**config.mk**
```make
export PLATFORM = sky130hd
export DESIGN_NAME = accum_ctrl
export DESIGN_NICKNAME = d
export VERILOG_FILES = /design/src/rtl/accum_ctrl.sv
export SDC_FILE = /design/constraint.sdc
export NUM_CORES = 1
export LEC_CHECK = 0
export ABC_AREA = 1
export BUFFER_PORTS_ARGS = -buffer_cell sky130_fd_sc_hd__buf_2
export CORE_UTILIZATION = 51
export DETAILED_ROUTE_END_ITERATION = 8
export PLACE_DENSITY_LB_ADDON = 0.15
export SLEW_MARGIN = 30
export SYNTH_ARGS = -nofsm -noshare
export SYNTH_HDL_FRONTEND = slang
export SYNTH_SLANG_ARGS = --single-unit
```
**constraint.sdc**
```tcl
create_clock -name clock -period 9.2 [get_ports clock]
set_clock_uncertainty 0.15 [all_clocks]
set_input_delay 1.84 -clock clock [delete_from_list [all_inputs] [get_ports clock]]
set_output_delay 1.84 -clock clock [all_outputs]
set_load 0.005 [all_outputs]
```
**src/rtl/accum_ctrl.sv**
```systemverilog
// accum_ctrl: sequencer for the accumulator columns below the systolic array.
// Clears the columns at job start, produces systolically skewed per-column
// write enables/addresses while result rows stream in across K passes, then
// drains the finished matrix as a valid/ready stream of column reads.
// Ports:
//   clock, reset            rising-edge clock, asynchronous active-high reset
//   start, cfg_*            job request and its shape (rows, column tiles, passes)
//   busy, done              job in progress / one-cycle end-of-job pulse
//   in_valid, in_ready      column-0 result row handshake from the array
//   acc_clear               clear to every column
//   acc_wr_en, acc_wr_addr  per-column write enable and address (skewed)
//   acc_rd_en, acc_rd_addr  shared read enable and address
//   out_valid, out_ready    drain stream handshake; out_last marks final row
module accum_ctrl #(
    parameter int unsigned MAX_OUT_ROWS = 128,
    parameter int unsigned MAX_OUT_COLS = 128,
    parameter int unsigned SYS_ARR_COLS = 16,
    parameter int unsigned MAX_PASSES   = 256,
    localparam int unsigned TILES_MAX   = MAX_OUT_COLS / SYS_ARR_COLS,
    localparam int unsigned ADDR_W      = $clog2(MAX_OUT_ROWS * TILES_MAX),
    localparam int unsigned ROWS_W      = $clog2(MAX_OUT_ROWS + 1),
    localparam int unsigned TILES_W     = $clog2(TILES_MAX + 1),
    localparam int unsigned PASSES_W    = $clog2(MAX_PASSES + 1)
) (
    input  logic                           clock,
    input  logic                           reset,
    input  logic                           start,
    input  logic [ROWS_W-1:0]              cfg_rows,
    input  logic [TILES_W-1:0]             cfg_col_tiles,
    input  logic [PASSES_W-1:0]            cfg_passes,
    output logic                           busy,
    output logic                           done,
    input  logic                           in_valid,
    output logic                           in_ready,
    output logic                           acc_clear,
    output logic [SYS_ARR_COLS-1:0]        acc_wr_en,
    output logic [SYS_ARR_COLS*ADDR_W-1:0] acc_wr_addr,
    output logic                           acc_rd_en,
    output logic [ADDR_W-1:0]              acc_rd_addr,
    output logic                           out_valid,
    input  logic                           out_ready,
    output logic                           out_last
);

    localparam int unsigned FLUSH_W    = (SYS_ARR_COLS > 2) ? $clog2(SYS_ARR_COLS - 1) : 1;
    localparam int unsigned FLUSH_LAST = (SYS_ARR_COLS > 1) ? SYS_ARR_COLS - 2 : 0;

    typedef enum logic [2:0] {
        S_IDLE, S_CLEAR, S_ACCUM, S_FLUSH, S_DRAIN, S_DONE
    } state_t;

    state_t               state_q, state_d;
    logic [ROWS_W-1:0]    rows_q, rows_d, row_q, row_d;
    logic [TILES_W-1:0]   tiles_q, tiles_d, tile_q, tile_d;
    logic [PASSES_W-1:0]  passes_q, passes_d, pass_q, pass_d;
    logic [FLUSH_W-1:0]   flush_q, flush_d;
    logic                 rd_done_q, rd_done_d;
    logic                 out_valid_q, out_valid_d;
    logic                 out_last_q, out_last_d;

    logic [ROWS_W-1:0]    rows_sat;
    logic [TILES_W-1:0]   tiles_sat;
    logic [PASSES_W-1:0]  passes_sat;
    logic                 cfg_zero;
    logic                 last_row, last_tile, last_pass, last_rd;
    logic                 beat, last_beat, rd_go, final_accept;
    logic [ADDR_W-1:0]    cur_addr;

    // Saturate requested shape to the supported maximum
    assign rows_sat   = (cfg_rows > ROWS_W'(MAX_OUT_ROWS)) ? ROWS_W'(MAX_OUT_ROWS) : cfg_rows;
    assign tiles_sat  = (cfg_col_tiles > TILES_W'(TILES_MAX)) ? TILES_W'(TILES_MAX) : cfg_col_tiles;
    assign passes_sat = (cfg_passes > PASSES_W'(MAX_PASSES)) ? PASSES_W'(MAX_PASSES) : cfg_passes;
    assign cfg_zero   = (rows_sat == '0) | (tiles_sat == '0) | (passes_sat == '0);

    assign last_row  = (row_q == rows_q - ROWS_W'(1));
    assign last_tile = (tile_q == tiles_q - TILES_W'(1));
    assign last_pass = (pass_q == passes_q - PASSES_W'(1));
    assign last_rd   = last_row & last_tile;

    // Row/tile counters serve both the write walk (ACCUM) and the read walk (DRAIN)
    assign cur_addr     = ADDR_W'(tile_q) * ADDR_W'(MAX_OUT_ROWS) + ADDR_W'(row_q);
    assign beat         = (state_q == S_ACCUM) & in_valid;
    assign last_beat    = beat & last_rd & last_pass;
    assign rd_go        = (state_q == S_DRAIN) & ~rd_done_q & (~out_valid_q | out_ready);
    assign final_accept = (state_q == S_DRAIN) & out_valid_q & out_ready & out_last_q;

    // State register
    always_ff @(posedge clock or posedge reset) begin
        if (reset) state_q <= S_IDLE;
        else       state_q <= state_d;
    end

    // Next-state logic
    always_comb begin
        state_d = state_q;
        case (state_q)
            S_IDLE:  if (start) state_d = cfg_zero ? S_DONE : S_CLEAR;
            S_CLEAR: state_d = S_ACCUM;
            S_ACCUM: if (last_beat) state_d = (SYS_ARR_COLS > 1) ? S_FLUSH : S_DRAIN;
            S_FLUSH: if (flush_q == FLUSH_W'(FLUSH_LAST)) state_d = S_DRAIN;
            S_DRAIN: if (final_accept) state_d = S_DONE;
            S_DONE:  state_d = S_IDLE;
            default: state_d = S_IDLE;
        endcase
    end

    // Output decode
    always_comb begin
        busy        = 1'b0;
        done        = 1'b0;
        in_ready    = 1'b0;
        acc_clear   = 1'b0;
        acc_rd_en   = 1'b0;
        acc_rd_addr = '0;
        case (state_q)
            S_CLEAR: begin busy = 1'b1; acc_clear = 1'b1; end
            S_ACCUM: begin busy = 1'b1; in_ready = 1'b1; end
            S_FLUSH: busy = 1'b1;
            S_DRAIN: begin busy = 1'b1; acc_rd_en = rd_go; acc_rd_addr = cur_addr; end
            S_DONE:  done = 1'b1;
            default: ;
        endcase
    end

    // Counter and drain-stream next values
    always_comb begin
        rows_d      = rows_q;
        tiles_d     = tiles_q;
        passes_d    = passes_q;
        row_d       = row_q;
        tile_d      = tile_q;
        pass_d      = pass_q;
        flush_d     = flush_q;
        rd_done_d   = rd_done_q;
        out_valid_d = out_valid_q;
        out_last_d  = out_last_q;
        if ((state_q == S_IDLE) && start) begin
            rows_d      = rows_sat;
            tiles_d     = tiles_sat;
            passes_d    = passes_sat;
            row_d       = '0;
            tile_d      = '0;
            pass_d      = '0;
            flush_d     = '0;
            rd_done_d   = 1'b0;
            out_valid_d = 1'b0;
            out_last_d  = 1'b0;
        end
        if (beat | rd_go) begin
            row_d = last_row ? '0 : row_q + ROWS_W'(1);
            if (last_row) tile_d = last_tile ? '0 : tile_q + TILES_W'(1);
            if (beat & last_rd) pass_d = last_pass ? '0 : pass_q + PASSES_W'(1);
        end
        if (state_q == S_FLUSH) flush_d = flush_q + FLUSH_W'(1);
        // A new read refills the output slot; otherwise an accept empties it
        if (rd_go) begin
            rd_done_d   = last_rd;
            out_valid_d = 1'b1;
            out_last_d  = last_rd;
        end else if ((state_q == S_DRAIN) && out_ready) begin
            out_valid_d = 1'b0;
            out_last_d  = 1'b0;
        end
    end

    always_ff @(posedge clock or posedge reset) begin
        if (reset) begin
            rows_q      <= '0;
            tiles_q     <= '0;
            passes_q    <= '0;
            row_q       <= '0;
            tile_q      <= '0;
            pass_q      <= '0;
            flush_q     <= '0;
            rd_done_q   <= 1'b0;
            out_valid_q <= 1'b0;
            out_last_q  <= 1'b0;
        end else begin
            rows_q      <= rows_d;
            tiles_q     <= tiles_d;
            passes_q    <= passes_d;
            row_q       <= row_d;
            tile_q      <= tile_d;
            pass_q      <= pass_d;
            flush_q     <= flush_d;
            rd_done_q   <= rd_done_d;
            out_valid_q <= out_valid_d;
            out_last_q  <= out_last_d;
        end
    end

    assign out_valid = out_valid_q;
    assign out_last  = out_last_q;
    assign acc_wr_addr[0 +: ADDR_W] = cur_addr;

    // Column c sees the column-0 write delayed by c cycles (systolic skew)
    if (SYS_ARR_COLS > 1) begin : g_skew
        logic [SYS_ARR_COLS-2:0] sr_en_q;
        logic [ADDR_W-1:0]       sr_addr_q [SYS_ARR_COLS-1];

        always_ff @(posedge clock or posedge reset) begin
            if (reset) begin
                sr_en_q <= '0;
                for (int i = 0; i < int'(SYS_ARR_COLS) - 1; i++) sr_addr_q[i] <= '0;
            end else begin
                sr_en_q[0]   <= beat;
                sr_addr_q[0] <= cur_addr;
                for (int i = 1; i < int'(SYS_ARR_COLS) - 1; i++) begin
                    sr_en_q[i]   <= sr_en_q[i-1];
                    sr_addr_q[i] <= sr_addr_q[i-1];
                end
            end
        end

        assign acc_wr_en = {sr_en_q, beat};
        for (genvar c = 1; c < int'(SYS_ARR_COLS); c++) begin : g_addr
            assign acc_wr_addr[c*ADDR_W +: ADDR_W] = sr_addr_q[c-1];
        end
    end else begin : g_noskew
        assign acc_wr_en = beat;
    end

endmodule

```
==> results list, run 1 <==
* Worst setup path category: in -> out
* Flop and latch count out of synthesis: 217
* Number of pins exceeding their max-slew limit in the final report: 0
- Dpl cell area: 0.008800 sq mm
- HP Class: reg -> reg
- The Yosys step of the flow raised 0 warnings.
* Reg2reg path depth: 14
- Total of hold buffers inserted after clock tree synthesis: 0
* Net count after synthesis: 670
* Number of routed nets with antenna violations: 0
- Initial antenna violation count: 0
- Setup repair after global routing left no endpoint under its margin.
- Peak ir drop on the vdd network: 0.0002326 V
- Once routing completed, OpenROAD measured the worst setup slack at 4.855 ns.
- For this block, the routed nets add up to roughly 16,000 um of wire.
- Ranked by total cell area, the synthesized netlist is headed by sky130_fd_sc_hd__dfrtp_1 (72%), sky130_fd_sc_hd__nand2_1 (5.9%), sky130_fd_sc_hd__nand3_1 (3.3%).
- Synthesis handed over a netlist of 634 instances.
- Summed over all layers, the global routing overflow is 0.
- Period utilisation layout: between 40% and 50%
- Buffers inserted during clock tree synthesis total 22.
- Clock tree synthesis selected as its root buffer the cell sky130_fd_sc_hd__clkbuf_16.
- Setup crit start kind: input port
- Final HPWL DP: approximately 12,000 um
- CP Max Fanout: 4
* Slew at the pin closest to its max-slew limit: slightly above 0.8 ns
* Clock latency on the worst-skew pair: 0.49 ns
- Synthesis-to-finish area growth: 26.54%
* Port Buf Inserts: 218
- In this run the power density over the cells is around 290 mW/mm^2.
- Maximum level of the CTS H-tree: 1
* Maximum number of pins on one net before global-route repair: about 130
- Aggregate global-route resource usage: 20.93%
* Destination of the worst register-to-register timing path: pass_q[6]
- Y dimension of the die: 123.5 um
* CP endpoint: acc_rd_en
* Number of violations of the max-capacitance limit: 0
- Max_slew headroom: a little under half
- Accumulated negative setup slack: 0 ns
- The flow ran to the end, and the final reports show no timing, DRC or antenna violations.
* Share of synthesized area occupied by flip-flops and latches: about 70%
* Mean instance size in the synthesized netlist: 11.88 sq um
- Placer Congestion: 0.8692
- Starting utilization of the core area: 52.02%
- Worst slack, placed: 4.846 ns
- Worst-path clk slew: 0.06 ns
- Summing all non-filler instances in the final layout gives an area of 0.009532 sq mm.
- Dividing the detail-routed wire length by the instance count gives between 10 and 15 um.
* # clock sinks: 217
- Counting the fill cells in the layout gives ~1,100.
* Netlist area before placement: 0.007532 sq mm
- TritonCTS built the clock tree.
* Count of buffers added by post-CTS timing repair for setup: 0
- Sorting the synthesized cells by how often they occur yields sky130_fd_sc_hd__dfrtp_1 (217), sky130_fd_sc_hd__nand2_1 (118), sky130_fd_sc_hd__inv_1 (57), sky130_fd_sc_hd__nand3_1 (50), sky130_fd_sc_hd__nor2_1 (49).
- At the worst endpoint, the required time is 7.21 ns.
- Die width: 123.5 um
* Worst R2R Start: rows_q[0]
- DRC violations left: 0
- The first global-routing pass estimated about 25,000 um of wire.
- After synthesis, the netlist uses 34 different library cells.
* 1st-pass router iterations: 4
- Critical path origin: out_ready
- Of all cell types, the one taking the most synthesized area is sky130_fd_sc_hd__dfrtp_1.
- The number of global-route vias before repair came to 5,057.
- Setup slack, reg-to-reg: 6.90 ns
* Antenna fix cells: 0
* Vias after detailed routing: around 5,200
- Post-synthesis async set-or-reset flop share: 100.0%
- The share of synthesized area in the top cell type comes to about 72%.
- Core region area: 0.01448 sq mm
* Top-level port count: 219
- Setup violations remaining at the end of the flow were counted as 0.
- Derived from the worst setup path, the maximum achievable clock frequency is 230.2 MHz.
- Largest buffer count on any clock path: 3
- Count of flip-flops with a built-in enable after synthesis: 0
- Most frequently used flop master after synthesis: sky130_fd_sc_hd__dfrtp_1
- Number of nets in the layout: 901
- Post-CTS repair changed the size of 0 cells.
- Most frequently used cell type in the post-synthesis netlist: sky130_fd_sc_hd__dfrtp_1
* Ratio of cells with drive above 1 in the final layout: 32.20%
- In this run, the number of DRC markers left after iteration 0 of detailed routing was 181.
- STA classifies the critical path endpoint as a primary output.
* Site Rows: 44
- Critical path data arrival time: about 2.4 ns
* Leakage dissipation: roughly 5.5 nW
- Counting I/O delays and the setup requirement, the final critical path takes 4.345 ns.
- The final number of hold-violating endpoints is 0.
- Using the TritonRoute via totals, the vias-per-cell ratio works out to 4.917.
- Die footprint: 0.01526 sq mm
cell type report:
| cell class | count | area, sq um | share of cell area, % |
|---|---|---|---|
| flip-flops and latches | 217 | 5430 | 56.97 |
| multi-input cells | 339 | 1778 | 18.65 |
| repair buffers | 220 | 1110 | 11.64 |
| clock buffers | 31 | 654.4 | 6.865 |
| inverters | 65 | 251.5 | 2.638 |
| well taps | 184 | 230.2 | 2.415 |
| clock inverters | 7 | 77.57 | 0.8139 |
worst min-delay path by stage:
stage / cells after the start / start / slack, ns / end
2_1_floorplan: 0 / acc_wr_addr[90] / 0.23 / acc_wr_addr[100]
3_3_place_gp: 0 / acc_wr_addr[130] / 0.20 / acc_wr_addr[140]
3_5_place_dp: 0 / acc_wr_addr[93] / 0.20 / acc_wr_addr[103]
4_1_cts: 0 / acc_wr_addr[43] / 0.22 / acc_wr_addr[53]
5_1_grt: 0 / acc_wr_addr[104] / 0.22 / acc_wr_addr[114]
6_report: 0 / acc_wr_addr[10] / 0.21 / acc_wr_addr[20]
registers in the layout, summed over array words and instances, names as in the netlist:
name and cells:
flush_q 4, rd_done_q 1, rows_q 8, out_last 1, acc_wr_addr 150, tile_q 4
g_skew.sr_en_q 15, out_valid 1, passes_q 9, tiles_q 4, state_q 3, row_q 8
pass_q 9
power breakdown:
group,internal [mW],switching (mW),leakage (nW)
logic,0.261,0.374,2.14
registers,1.12,0.118,2.97
clock network,0.524,0.348,0.361
total,1.91,0.840,5.47
cell usage in the layout, fill, tap and decap left out, drive strengths merged:
master / instances
buf: 220
dfrtp: 217
nand2: 121
inv: 66
nor2: 57
nand3: 51
clkbuf: 31
o21ai: 30
xor2: 14
xnor2: 13
o22ai: 11
ha: 10
nor3: 10
a21oi: 5
or2: 4
clkinv: 4
nor4: 3
nand4: 3
nand3b: 2
and2: 1
o211ai: 1
a22o: 1
a221oi: 1
o21a: 1
clkinvlp: 1
bufinv: 1
cells by family after synthesis:
family | after synthesis | synth area share, %
compound gates | 50 | 3.671
simple gates | 252 | 15.13
fa+ha+maj | 10 | 1.661
buf+inv | 78 | 4.302
flops | 217 | 72.09
xor+xnor | 27 | 3.140
layer usage:
| layer | global-route usage, % | part of all wire, % | wire length, um |
|---|---|---|---|
| met5 | 0 | 0 | 0 |
| met3 | 4.889 | 8.1 | 1278 |
| met2 | 37.60 | 50 | 7951 |
| met4 | 4.593 | 0.87 | 138 |
| met1 | 25.54 | 41 | 6442 |
critical path, cell delays in order:
cell                     delay [ns]
sky130_fd_sc_hd__buf_2         0.10
sky130_fd_sc_hd__nor2_1        0.07
sky130_fd_sc_hd__nor3_4        0.20
sky130_fd_sc_hd__buf_2         0.15
metrics by stage:
stage	utilization (%)	instances	power, mW	hold WS (ns)
global route	65.83	1063	2.925	0.2230
finish	65.83	1063	2.746	0.2137
global placement	60.75	1025	1.868	0.1999
detailed placement	60.78	1025	1.896	0.2043
floorplan	-	634	1.663	0.2257
CTS	65.83	1063	2.781	0.2184
Note: power is estimated with default switching activity, not from simulation.
==> run 2, diff against run 1 <==
--- a/config.mk
+++ b/config.mk
@@ -5,7 +5,7 @@
 export SDC_FILE = /design/constraint.sdc
 export NUM_CORES = 1
 export LEC_CHECK = 0
-export ABC_AREA = 1
+export ABC_AREA = 0
 export BUFFER_PORTS_ARGS = -buffer_cell sky130_fd_sc_hd__buf_2
 export CORE_UTILIZATION = 51
 export DETAILED_ROUTE_END_ITERATION = 8
==> constraint.sdc (replaced) <==
create_clock -name clock -period 4.4 [get_ports clock]
set_clock_uncertainty 0.15 [all_clocks]
set_input_delay 0.88 -clock clock [delete_from_list [all_inputs] [get_ports clock]]
set_output_delay 0.88 -clock clock [all_outputs]
set_load 0.005 [all_outputs]
==> run 2 against run 1 <==
Cell area down 0.98%. Sequential share of layout area increased by 0.57 points. Synthesized cell count shrank 13%. Die area about the same. Cell count down 8.7%. Total power rose by 120%. First-iteration DRC count down 34%. Wire length fell by 4.9%. Register-to-register slack lost 5.3 ns.
==> results list, run 2 <==
- sky130_fd_sc_hd__dfrtp_1 takes more of the synthesized area than any other cell.
* CP Max Fanout: 16 (+12)
- The final antenna-violating net count was 0 (unchanged).
* Peak ir drop on the vdd network: 0.0004242 V (+82%)
* Top-level port count: 219 (unchanged)
* Largest register FFs: 150 (unchanged)
- Post-synthesis async set-or-reset flop share: 100.0% (unchanged)
* Final HPWL DP: 10,560 um (-8.3%)
- Die width: 123.5 um (about the same)
- Initial detailed-routing violation count: 120 (-34%)
* CTS buffer count: 22 (unchanged)
- The area growth from synthesis to layout is 25.34%.
- The mean area per synthesized cell was 13.59 sq um (+14%).
* DR vias/cell: 5.087 (+3.4%)
- The Yosys warning count came to 0 (unchanged).
* Final hold viol count: 0 (unchanged)
* Global-route congestion overflow total: 0 (unchanged)
- The initial antenna violation count came to 0 (unchanged).
* Top-area cell type share of the netlist area: 72.12% (about the same)
- Setup slack, reg-to-reg: 1.60 ns (-5.30 ns)
- The pin count of the biggest net entering global routing was 153 (+20%).
- By count the netlist is led by sky130_fd_sc_hd__dfrtp_1 (217), sky130_fd_sc_hd__nand2_1 (53), sky130_fd_sc_hd__o21ai_0 (36), sky130_fd_sc_hd__nand3_1 (17), sky130_fd_sc_hd__nor2_1 (16).
- The post-cts sizing count is 0 (unchanged).
- The core box area is 0.01448 sq mm (unchanged).
- Wire length of the first global-routing pass: 22,790 um (-8.1%)
- Most frequent standard cell in the layout excluding fill and tap cells: sky130_fd_sc_hd__buf_2
* Worst setup path category: reg -> out
* Maximum level of the CTS H-tree: 1 (unchanged)
* Worst-path clk slew: 0.07 ns (about the same)
- Accumulated negative setup slack: 0 ns (unchanged)
- The final number of max-transition violations was 0 (unchanged).
* Total of hold buffers inserted after clock tree synthesis: 0 (unchanged)
- 1st-pass router iterations: 5 (+1)
* Number of filler instances in the final layout: 1,088 (-2.2%)
- Slew at the pin closest to its max-slew limit: 0.8576 ns (+0.03382 ns)
- The number of enable flip-flop cells after synthesis was 0 (unchanged).
- The detailed-route wire length was 15,050 um (-4.9%).
- RSZ-0062 raised after global routing: no
- Mean routed wirelength per cell: 15.49 um (+4.2%)
- The maximum root-to-sink buffer count was 3 (unchanged).
- The total nets after synthesis was 590 (-12%).
- The number of setup buffers added after CTS is 0 (unchanged).
- The summed instance area of the synthesized netlist is 0.007530 sq mm (about the same).
- Setup crit start kind: flip-flop
- The worst hold path belongs to the class in -> async.
* Leakage dissipation: 5.268 nW (-3.6%)
- Critical path data arrival time: 2.51 ns (+0.16 ns)
* Clock latency on the worst-skew pair: 0.50 ns (about the same)
- Ratio of cells with drive above 1 in the final layout: 34.43% (+2.2 points)
- For this run, the top clock speed supported by timing is roughly 280 MHz.
- Clock tree from TritonCTS: yes
- The required time at the worst-slack endpoint came to 3.37 ns (-3.84 ns).
- The count of input and output buffers came to 218 (unchanged).
- Y dimension of the die: 123.5 um (about the same)
* Total power density per cell area: 632.0 mW/mm^2 (+120%)
- Max_slew headroom: 42.61% (-2.5 points)
* Number of global-route vias before repair: 4,716 (-6.7%)
- Most frequently used cell type in the post-synthesis netlist: sky130_fd_sc_hd__dfrtp_1
- Aggregate global-route resource usage: 19.12% (-1.8 points)
- The flow ran to the end, and the final reports show no timing, DRC or antenna violations.
- Post-Synthesis Cells: 554 (-13%)
- The worst setup path is captured at a primary output.
* Number of violations of the max-capacitance limit: 0 (unchanged)
* Highest-count cells in the layout ignoring fill and taps: sky130_fd_sc_hd__buf_2 (218), sky130_fd_sc_hd__dfrtp_1 (217), sky130_fd_sc_hd__nand2_1 (53)
- The global placer's final weighted congestion is 0.8029 (-7.6%).
- The portion of the post-synthesis area used by sequential elements was 72.12% (about the same).
* Number of nets in the layout: 809 (-10%)
- The number of placement rows was 44 (unchanged).
- The routed design could run at a clock period as short as 3.539 ns.
- Synth top area cells: sky130_fd_sc_hd__dfrtp_1 (72%), sky130_fd_sc_hd__nand2_1 (2.6%), sky130_fd_sc_hd__o21ai_0 (2.4%)
* # clock sinks: 217 (unchanged)
- Synth cell types: 51 (+50%)
- The tree is rooted in a sky130_fd_sc_hd__clkbuf_16.
* Total Power: 5.965 mW (+120%)
* DP Cell Count: 933 (-9.0%)
- The die area was 0.01525 sq mm (about the same).
- The count of placed standard cells in the final layout, fillers left out was 971 (-8.7%).
- Antenna fix cells: 0 (unchanged)
- The number of vias after detailed routing was 4,939 (-5.5%).
- Number of setup violations in the final report: 0 (unchanged)
- In the synthesized netlist the dominant register cell turns out to be sky130_fd_sc_hd__dfrtp_1.
* Period utilisation layout: 80.44%
- The detailed-route DRC error count was 0 (unchanged).
- Starting utilization of the core area: 52.00% (about the same)
- Flop and latch count out of synthesis: 217 (unchanged)
-- run 2: changes by cell type after synthesis, moves of 6 or more --
cell | before | now
sky130_fd_sc_hd__clkbuf_1 | 4 | 13
sky130_fd_sc_hd__o22ai_1 | 11 | 0
sky130_fd_sc_hd__nor2b_1 | 0 | 6
sky130_fd_sc_hd__nand2_1 | 118 | 53
sky130_fd_sc_hd__nor2_1 | 49 | 16
sky130_fd_sc_hd__o21ai_0 | 27 | 36
sky130_fd_sc_hd__nand3_1 | 50 | 17
sky130_fd_sc_hd__nand2b_1 | 0 | 14
sky130_fd_sc_hd__nand3b_1 | 2 | 9
sky130_fd_sc_hd__inv_1 | 57 | 13
sky130_fd_sc_hd__and3_1 | 0 | 15
sky130_fd_sc_hd__inv_2 | 8 | 0
sky130_fd_sc_hd__a21o_1 | 0 | 8
-- run 2: routing by layer --
layer	track usage, %	vias to the layer above	wire length [um]
met1	23.81	2430	6243
met4	5.271	0	248
met5	0	-	0
met2	33.97	157	7648
li1	-	2325	-
met3	3.598	27	905
-- run 2: cell type report --
type	count	area, sq um	area share [%]
Clock buffer	32	628.1	6.655
Clock inverter	6	66.31	0.7026
Inverter	13	52.55	0.5568
Multi-Input combinational cell	298	1904	20.18
Sequential cell	217	5430	57.54
Tap cell	184	230.2	2.439
Timing Repair Buffer	221	1126	11.93
-- run 2: critical path, cell delays in order, from the launching register on --
cell                      delay, ns
sky130_fd_sc_hd__dfrtp_1       0.49
sky130_fd_sc_hd__nor2_1        0.71
sky130_fd_sc_hd__nand2_1       0.14
sky130_fd_sc_hd__nor3_1        0.47
sky130_fd_sc_hd__buf_2         0.21
-- run 2: power breakdown --
| group | switching (mW) | internal [mW] | leakage (nW) |
|---|---|---|---|
| registers | 0.375 | 2.43 | 2.94 |
| logic | 0.755 | 0.638 | 1.98 |
| clock network | 0.714 | 1.05 | 0.344 |
| total | 1.84 | 4.12 | 5.27 |
-- run 2: worst paths after layout --
check | start | endpoint | depth (start not counted)
max reg2reg | state_q[1] | row_q[4] | 7
max in group asynchronous | reset | acc_wr_addr[33] | 3
max | state_q[1] | acc_rd_en | 4
min in group clock | g_skew.sr_en_q[7] | g_skew.sr_en_q[8] | 0
min | reset | acc_wr_addr[158] | 2
min reg2reg | g_skew.sr_en_q[7] | g_skew.sr_en_q[8] | 0
-- run 2: stage by stage --
stage          util (%)  hold slack (ns)  setup slack, ns  area [sq um]
2_1_floorplan         -           0.2200           0.5439          7533
3_3_place_gp      60.38           0.2008            1.557          8742
3_5_place_dp      60.38           0.2029            1.397          8742
4_1_cts           65.17           0.1557           0.8716          9437
5_1_grt           65.18           0.1703           0.6498          9438
6_report          65.18           0.1745           0.8607          9438
-- run 2: logic make-up after synthesis --
logic type / count (synthesis) / synth area share (%)
DFF: 217 / 72.12
buffers and inverters: 39 / 2.675
xor gates and xnor gates: 31 / 3.706
and+or+nand+nor: 178 / 13.06
AOI/OAI and AO/OA: 79 / 6.780
adders and majority gates: 10 / 1.662
